$ cat src/rtl/icache_if.sv
// Fetch-side and memory-side signals of the instruction cache.
// Handshakes: the datapath holds imemREN/imemaddr and takes the word in the
// cycle ihit is high; the cache holds iREN/iaddr steady until the memory
// drops iwait, and iload is consumed on that same clock edge.
interface icache_if;
  logic        imemREN;
  logic [31:0] imemaddr;
  logic        ihit;
  logic [31:0] imemload;
  logic        iREN;
  logic [31:0] iaddr;
  logic        iwait;
  logic [31:0] iload;
  logic [15:0] hit_count;
  logic [15:0] miss_count;
  logic        dbg_fetch;

  modport slave (
    input  imemREN, imemaddr, iwait, iload,
    output ihit, imemload, iREN, iaddr, hit_count, miss_count, dbg_fetch
  );

  modport master (
    output imemREN, imemaddr, iwait, iload,
    input  ihit, imemload, iREN, iaddr, hit_count, miss_count, dbg_fetch
  );
endinterface

$ cat src/rtl/icache.sv
// Direct-mapped, one-word-per-frame instruction cache with a two-state
// miss handler and saturating hit/miss counters.
module icache #(
  parameter int NSETS = 16
) (
  input logic       CLK,
  input logic       nRST,
  icache_if.slave   bus
);
  localparam int IW = $clog2(NSETS);
  localparam int TW = 30 - IW;

  typedef enum logic {IDLE = 1'b0, FETCH = 1'b1} state_t;

  state_t          state_q;
  logic            valid_q [NSETS];
  logic [TW-1:0]   tag_q   [NSETS];
  logic [31:0]     data_q  [NSETS];
  logic [29:0]     faddr_q;
  logic            iren_q;
  logic [31:0]     iaddr_q;
  logic [15:0]     hit_count_q, hit_count_d;
  logic [15:0]     miss_count_q, miss_count_d;

  logic [IW-1:0]   req_idx, fill_idx;
  logic [TW-1:0]   req_tag, fill_tag;
  logic            hit, miss;
  logic            unused_offset;

  assign req_idx  = bus.imemaddr[IW+1:2];
  assign req_tag  = bus.imemaddr[31:IW+2];
  assign fill_idx = faddr_q[IW-1:0];
  assign fill_tag = faddr_q[29:IW];
  // Byte offset within the word never affects the lookup.
  assign unused_offset = ^bus.imemaddr[1:0];

  // Lookup: a hit is only possible while idle with a live request.
  always_comb begin
    hit  = 1'b0;
    miss = 1'b0;
    if (state_q == IDLE && bus.imemREN) begin
      hit  = valid_q[req_idx] && (tag_q[req_idx] == req_tag);
      miss = !hit;
    end
  end

  // Saturating counter next values.
  always_comb begin
    hit_count_d  = hit_count_q;
    miss_count_d = miss_count_q;
    if (hit && hit_count_q != 16'hFFFF)
      hit_count_d = hit_count_q + 16'd1;
    if (miss && miss_count_q != 16'hFFFF)
      miss_count_d = miss_count_q + 16'd1;
  end

  // Miss FSM, frame fill and counters; memory-side outputs are registered.
  always_ff @(posedge CLK or negedge nRST) begin
    if (!nRST) begin
      state_q      <= IDLE;
      faddr_q      <= '0;
      iren_q       <= 1'b0;
      iaddr_q      <= '0;
      hit_count_q  <= '0;
      miss_count_q <= '0;
      for (int i = 0; i < NSETS; i++) begin
        valid_q[i] <= 1'b0;
        tag_q[i]   <= '0;
        data_q[i]  <= '0;
      end
    end else begin
      hit_count_q  <= hit_count_d;
      miss_count_q <= miss_count_d;
      case (state_q)
        IDLE: begin
          if (miss) begin
            faddr_q <= bus.imemaddr[31:2];
            iaddr_q <= {bus.imemaddr[31:2], 2'b00};
            iren_q  <= 1'b1;
            state_q <= FETCH;
          end
        end
        FETCH: begin
          // The fill targets the latched address regardless of what the
          // datapath is presenting now.
          if (!bus.iwait) begin
            valid_q[fill_idx] <= 1'b1;
            tag_q[fill_idx]   <= fill_tag;
            data_q[fill_idx]  <= bus.iload;
            iren_q            <= 1'b0;
            iaddr_q           <= '0;
            state_q           <= IDLE;
          end
        end
        default: state_q <= IDLE;
      endcase
    end
  end

  assign bus.ihit       = hit;
  assign bus.imemload   = hit ? data_q[req_idx] : 32'h0;
  assign bus.iREN       = iren_q;
  assign bus.iaddr      = iaddr_q;
  assign bus.hit_count  = hit_count_q;
  assign bus.miss_count = miss_count_q;
  assign bus.dbg_fetch  = (state_q == FETCH);
endmodule

$ cat src/flat_wrapper.sv
// flat-port wrapper written by rule: the top's interface ports become plain ports
module icache_flat 
#(
  parameter int NSETS = 16
)
  (CLK, nRST, bus_imemREN, bus_imemaddr, bus_iwait, bus_iload, bus_ihit, bus_imemload, bus_iREN, bus_iaddr, bus_hit_count, bus_miss_count, bus_dbg_fetch);
  icache_if bus_i ();
  input logic CLK;
  input logic nRST;
  input wire logic [$bits(bus_i.imemREN)-1:0] bus_imemREN;
  input wire logic [$bits(bus_i.imemaddr)-1:0] bus_imemaddr;
  input wire logic [$bits(bus_i.iwait)-1:0] bus_iwait;
  input wire logic [$bits(bus_i.iload)-1:0] bus_iload;
  output wire logic [$bits(bus_i.ihit)-1:0] bus_ihit;
  output wire logic [$bits(bus_i.imemload)-1:0] bus_imemload;
  output wire logic [$bits(bus_i.iREN)-1:0] bus_iREN;
  output wire logic [$bits(bus_i.iaddr)-1:0] bus_iaddr;
  output wire logic [$bits(bus_i.hit_count)-1:0] bus_hit_count;
  output wire logic [$bits(bus_i.miss_count)-1:0] bus_miss_count;
  output wire logic [$bits(bus_i.dbg_fetch)-1:0] bus_dbg_fetch;
  assign bus_i.imemREN = bus_imemREN;
  assign bus_i.imemaddr = bus_imemaddr;
  assign bus_i.iwait = bus_iwait;
  assign bus_i.iload = bus_iload;
  assign bus_ihit = bus_i.ihit;
  assign bus_imemload = bus_i.imemload;
  assign bus_iREN = bus_i.iREN;
  assign bus_iaddr = bus_i.iaddr;
  assign bus_hit_count = bus_i.hit_count;
  assign bus_miss_count = bus_i.miss_count;
  assign bus_dbg_fetch = bus_i.dbg_fetch;
  icache #(.NSETS(NSETS)) u_core (.CLK(CLK), .nRST(nRST), .bus(bus_i));
endmodule
$ cat config.mk
export PLATFORM = sky130hd
export DESIGN_NAME = icache_flat
export DESIGN_NICKNAME = d
export VERILOG_FILES = /design/src/rtl/icache_if.sv /design/src/rtl/icache.sv /design/src/flat_wrapper.sv
export SDC_FILE = /design/constraint.sdc
export NUM_CORES = 1
export LEC_CHECK = 0
export CORE_MARGIN = 10
export CORE_UTILIZATION = 45
export DETAILED_ROUTE_END_ITERATION = 10
export PLACE_DENSITY_LB_ADDON = 0.15
export SLEW_MARGIN = 10
export SYNTH_ARGS = -nofsm -noshare
export SYNTH_HDL_FRONTEND = slang
export SYNTH_SLANG_ARGS = --single-unit
export TNS_END_PERCENT = 30
$ cat constraint.sdc
create_clock -name CLK -period 3.24 [get_ports CLK]
set_clock_uncertainty 0.15 [all_clocks]
set_input_delay 0.324 -clock CLK [delete_from_list [all_inputs] [get_ports CLK]]
set_output_delay 0.324 -clock CLK [all_outputs]
set_load 0.005 [all_outputs]
==> reports/metrics.cfg <==
[detailed_routing]
wl_um = 123000
drt-initial-drc-count = 1787
wl_per_cell_um = 26.4
post-route-drc-count = 0
vias = 26800
vias_per_cell = 5.76
antenna_left = 0
detail_route.first_pass.iterations = 5

[synth]
synth.distinct_cells = 57
synth_area_um2 = 46800
synth-seq-area-share_pct = 55.5
synth_most_common_cell = dfrtp_1
yosys_warnings = 0
ys_ff_latch = 1038
synth.top_cells.by_count = dfrtp_1 (1038), mux2_2 (931), mux4_2 (246), clkbuf_1 (130), nand2_1 (90)
synthFlopType = dfrtp_1
synth_xor_area_share_pct = 1.10
synth_area_leaders = dfrtp_1 (56%), mux2_2 (22%), mux4_2 (12%), clkbuf_1 (1.0%), mux2i_1 (1.0%)
avgSynthCellArea_um2 = 15.7
ys_async_sr_fraction_pct = 100
synth_top_family_by_area = multiplexers
synth_fa_ha_area_share_pct = 0.0535
synth.largest_area_cell = dfrtp_1
synthSimpleGateAreaFrac_pct = 2.81
yosys.area.top_type_share_pct = 55.5
synth_compound_area_share_pct = 1.66
muxShareOfSynthArea_pct = 36.2
synth-edff-count = 0
netlist_instances = 2972

[cells_and_area]
finish.instance_area_um2 = 55200
multi_input_area_um2 = 19900
register_area_um2 = 26000
syn2layout_area_growth_pct = 18.0
drive_gt1_share_pct = 50.4
fin_util_pct = 53.4
fillCellCount = 8340
nets = 3257

[timing]
tightest_slew_ns = 0.879
fmax_mhz = 214
fin_tns_setup_ns = -68.82
fin_crit_ns = 4.66
rsz0062_at_grt = yes
whs_ns = 0.117
finalCritPeriodShare_pct = 144
setup_viol = 125
drv_slew = 0
slew_headroom_pct = 40.9
hold_violations = 0
finalWorstSetupSlack_ns = -1.42

[status]
violations = negative setup slack
status = complete, but fails checks

[global_routing]
grt_util_met3_pct = 3.07
grt_pass1_wl_um = 188000
met1_usage_pct = 28.1
grt_max_degree = 95
grt_pass1_vias = 29548
track_usage_pct = 21.0
grt.busiest_layer = met2
antenna_found_initial = 4
grt_remaining_overflow = 0
met2_usage_pct = 34.9

[setup_path]
cp_max_fo = 34
cp_data_arrival_time_ns = 4.19
crit_type = reg -> out
cp-start-kind = flip-flop
cp.required_ns = 2.77
crit_path_end_kind = output pin

[cts]
root_buffer = clkbuf_16
clkTransAtPathRegs_ns = 0.06
htreeDepth = 3
clock-sinks = 1038
ctsLongestPathBuffers = 3
cts_tree = built
clk_latency_ns = 0.68
cts_buffers = 111

[power]
p_leak_nw = 25.4
powerDensity_nw_per_um2 = 805
ir_drop_mv = 0.429

[place]
gp_congestion = 0.783
hpwl_um = 73500
portBuffers = 162
placed_area_um2 = 51200

[floorplan]
die_w_um = 342
rows = 118
die_h_um = 342
initial_utilization_pct = 45.3
die_area_um2 = 117000
io_pins = 167
coreArea_um2 = 103000

[worst_hold_path]
worstHoldPathType = in -> reg

[run]
maxCapViolations = 0

==> sequential cells by signal (all words and copies together) (netlist names), 16 cells and up <==
signal                 cells
u_core.tag_q             416
u_core.faddr_q            30
u_core.bus.iaddr          30
u_core.bus.hit_count      16
u_core.data_q            512
u_core.valid_q            16
u_core.bus.miss_count     16
==> metrics by stage <==
step           setup slack [ns]  total power, mW  instances
2_1_floorplan            -0.133             27.9       2973
6_report                  -1.42             44.5       4651
5_1_grt                   -1.60             46.7       4651
3_5_place_dp              -1.18             31.4       4453
3_3_place_gp              -1.13             30.5       4453
4_1_cts                   -1.50             44.8       4650
==> power by group <==
group          internal (mW)  switching, mW
registers               18.1           2.87
clock network           8.07           5.15
logic                   6.87           3.41
total                   33.0           11.4
==> placed cells by master (no fill, tap or decap), drive strengths merged, types with 13 or more instances in the layout <==
| master | netlist | layout |
|---|---|---|
| dfrtp | 1038 | 1038 |
| mux2 | 934 | 934 |
| mux4 | 261 | 261 |
| buf | 116 | 191 |
| clkbuf | 132 | 160 |
| clkdlybuf4s50 | 0 | 157 |
| nand2 | 90 | 90 |
| mux2i | 47 | 47 |
| nor2b | 44 | 44 |
| xnor2 | 36 | 36 |
| inv | 33 | 33 |
| o21ai | 33 | 33 |
| a2bb2o | 30 | 30 |
| xor2 | 23 | 23 |
| nor2 | 23 | 23 |
| a22oi | 19 | 19 |
| clkinv | 1 | 18 |
| bufinv | 0 | 14 |
| nand3 | 13 | 13 |
==> area by class of cell <==
type	count	share of cell area (%)
sequential	1038	47.0
multi-input combinational	1653	36.0
timing repair buffer	349	6.72
clock buffer	160	5.93
tap	1380	3.13
clock inverter	36	0.997
inverter	34	0.233
antenna	1	0.00453
==> final timing paths <==
| path | from | to | slack [ns] | cells past startpoint |
|---|---|---|---|---|
| hold reg to reg | u_core.valid_q[6] | u_core.valid_q[6] | 0.31 | 1 |
| setup / recovery | u_core.tag_q[157] | bus_imemload[1] | -1.42 | 10 |
| setup reg to reg | u_core.tag_q[157] | u_core.bus.hit_count[6] | -0.68 | 11 |
| min in group asynchronous | nRST | u_core.data_q[38] | 0.13 | 2 |
| max in group asynchronous | nRST | u_core.data_q[505] | 1.80 | 3 |
| hold / removal | bus_iwait | u_core.bus.dbg_fetch | 0.12 | 3 |
==> kinds of logic (layout without fill, tap and decap cells) <==
kind of cell / count (synthesis) / in the layout
muxes: 1242 / 1242
AOI/OAI and AO/OA: 102 / 102
DFF: 1038 / 1038
other: 1 / 3
and+or+nand+nor: 246 / 246
adders and majority gates: 2 / 2
xor gates and xnor gates: 59 / 59
buffers and inverters: 282 / 579
==> critical path, stage by stage, from the launching register on <==
cell             delay, ns
dfrtp_1               0.37
mux4_1                0.51
mux4_2                0.51
xnor2_2               0.18
nor3_2                0.17
buf_4                 0.15
nand4_1               0.12
or4b_4                0.56
buf_12                0.21
nor2b_1               0.16
clkdlybuf4s50_1       0.53
==> per-layer routing <==
layer	vias to the layer above	part of all wire [%]
met1	14665	44
met5	-	0.020
met4	4	2.9
met2	555	49
met3	185	3.7
li1	11391	-
==> repair_timing <==
| action | CTS | global route |
|---|---|---|
| endpoints found under the hold margin | 71 | 0 |
| buffers inserted | 0 | 0 |
| hold buffers | 1 | 0 |
| gates resized for setup | 40 | 20 |
| pin swaps | 4 | 1 |
| setup endpoints to repair | 127 | 127 |
No activity file was read; power rests on OpenSTA's default activity.
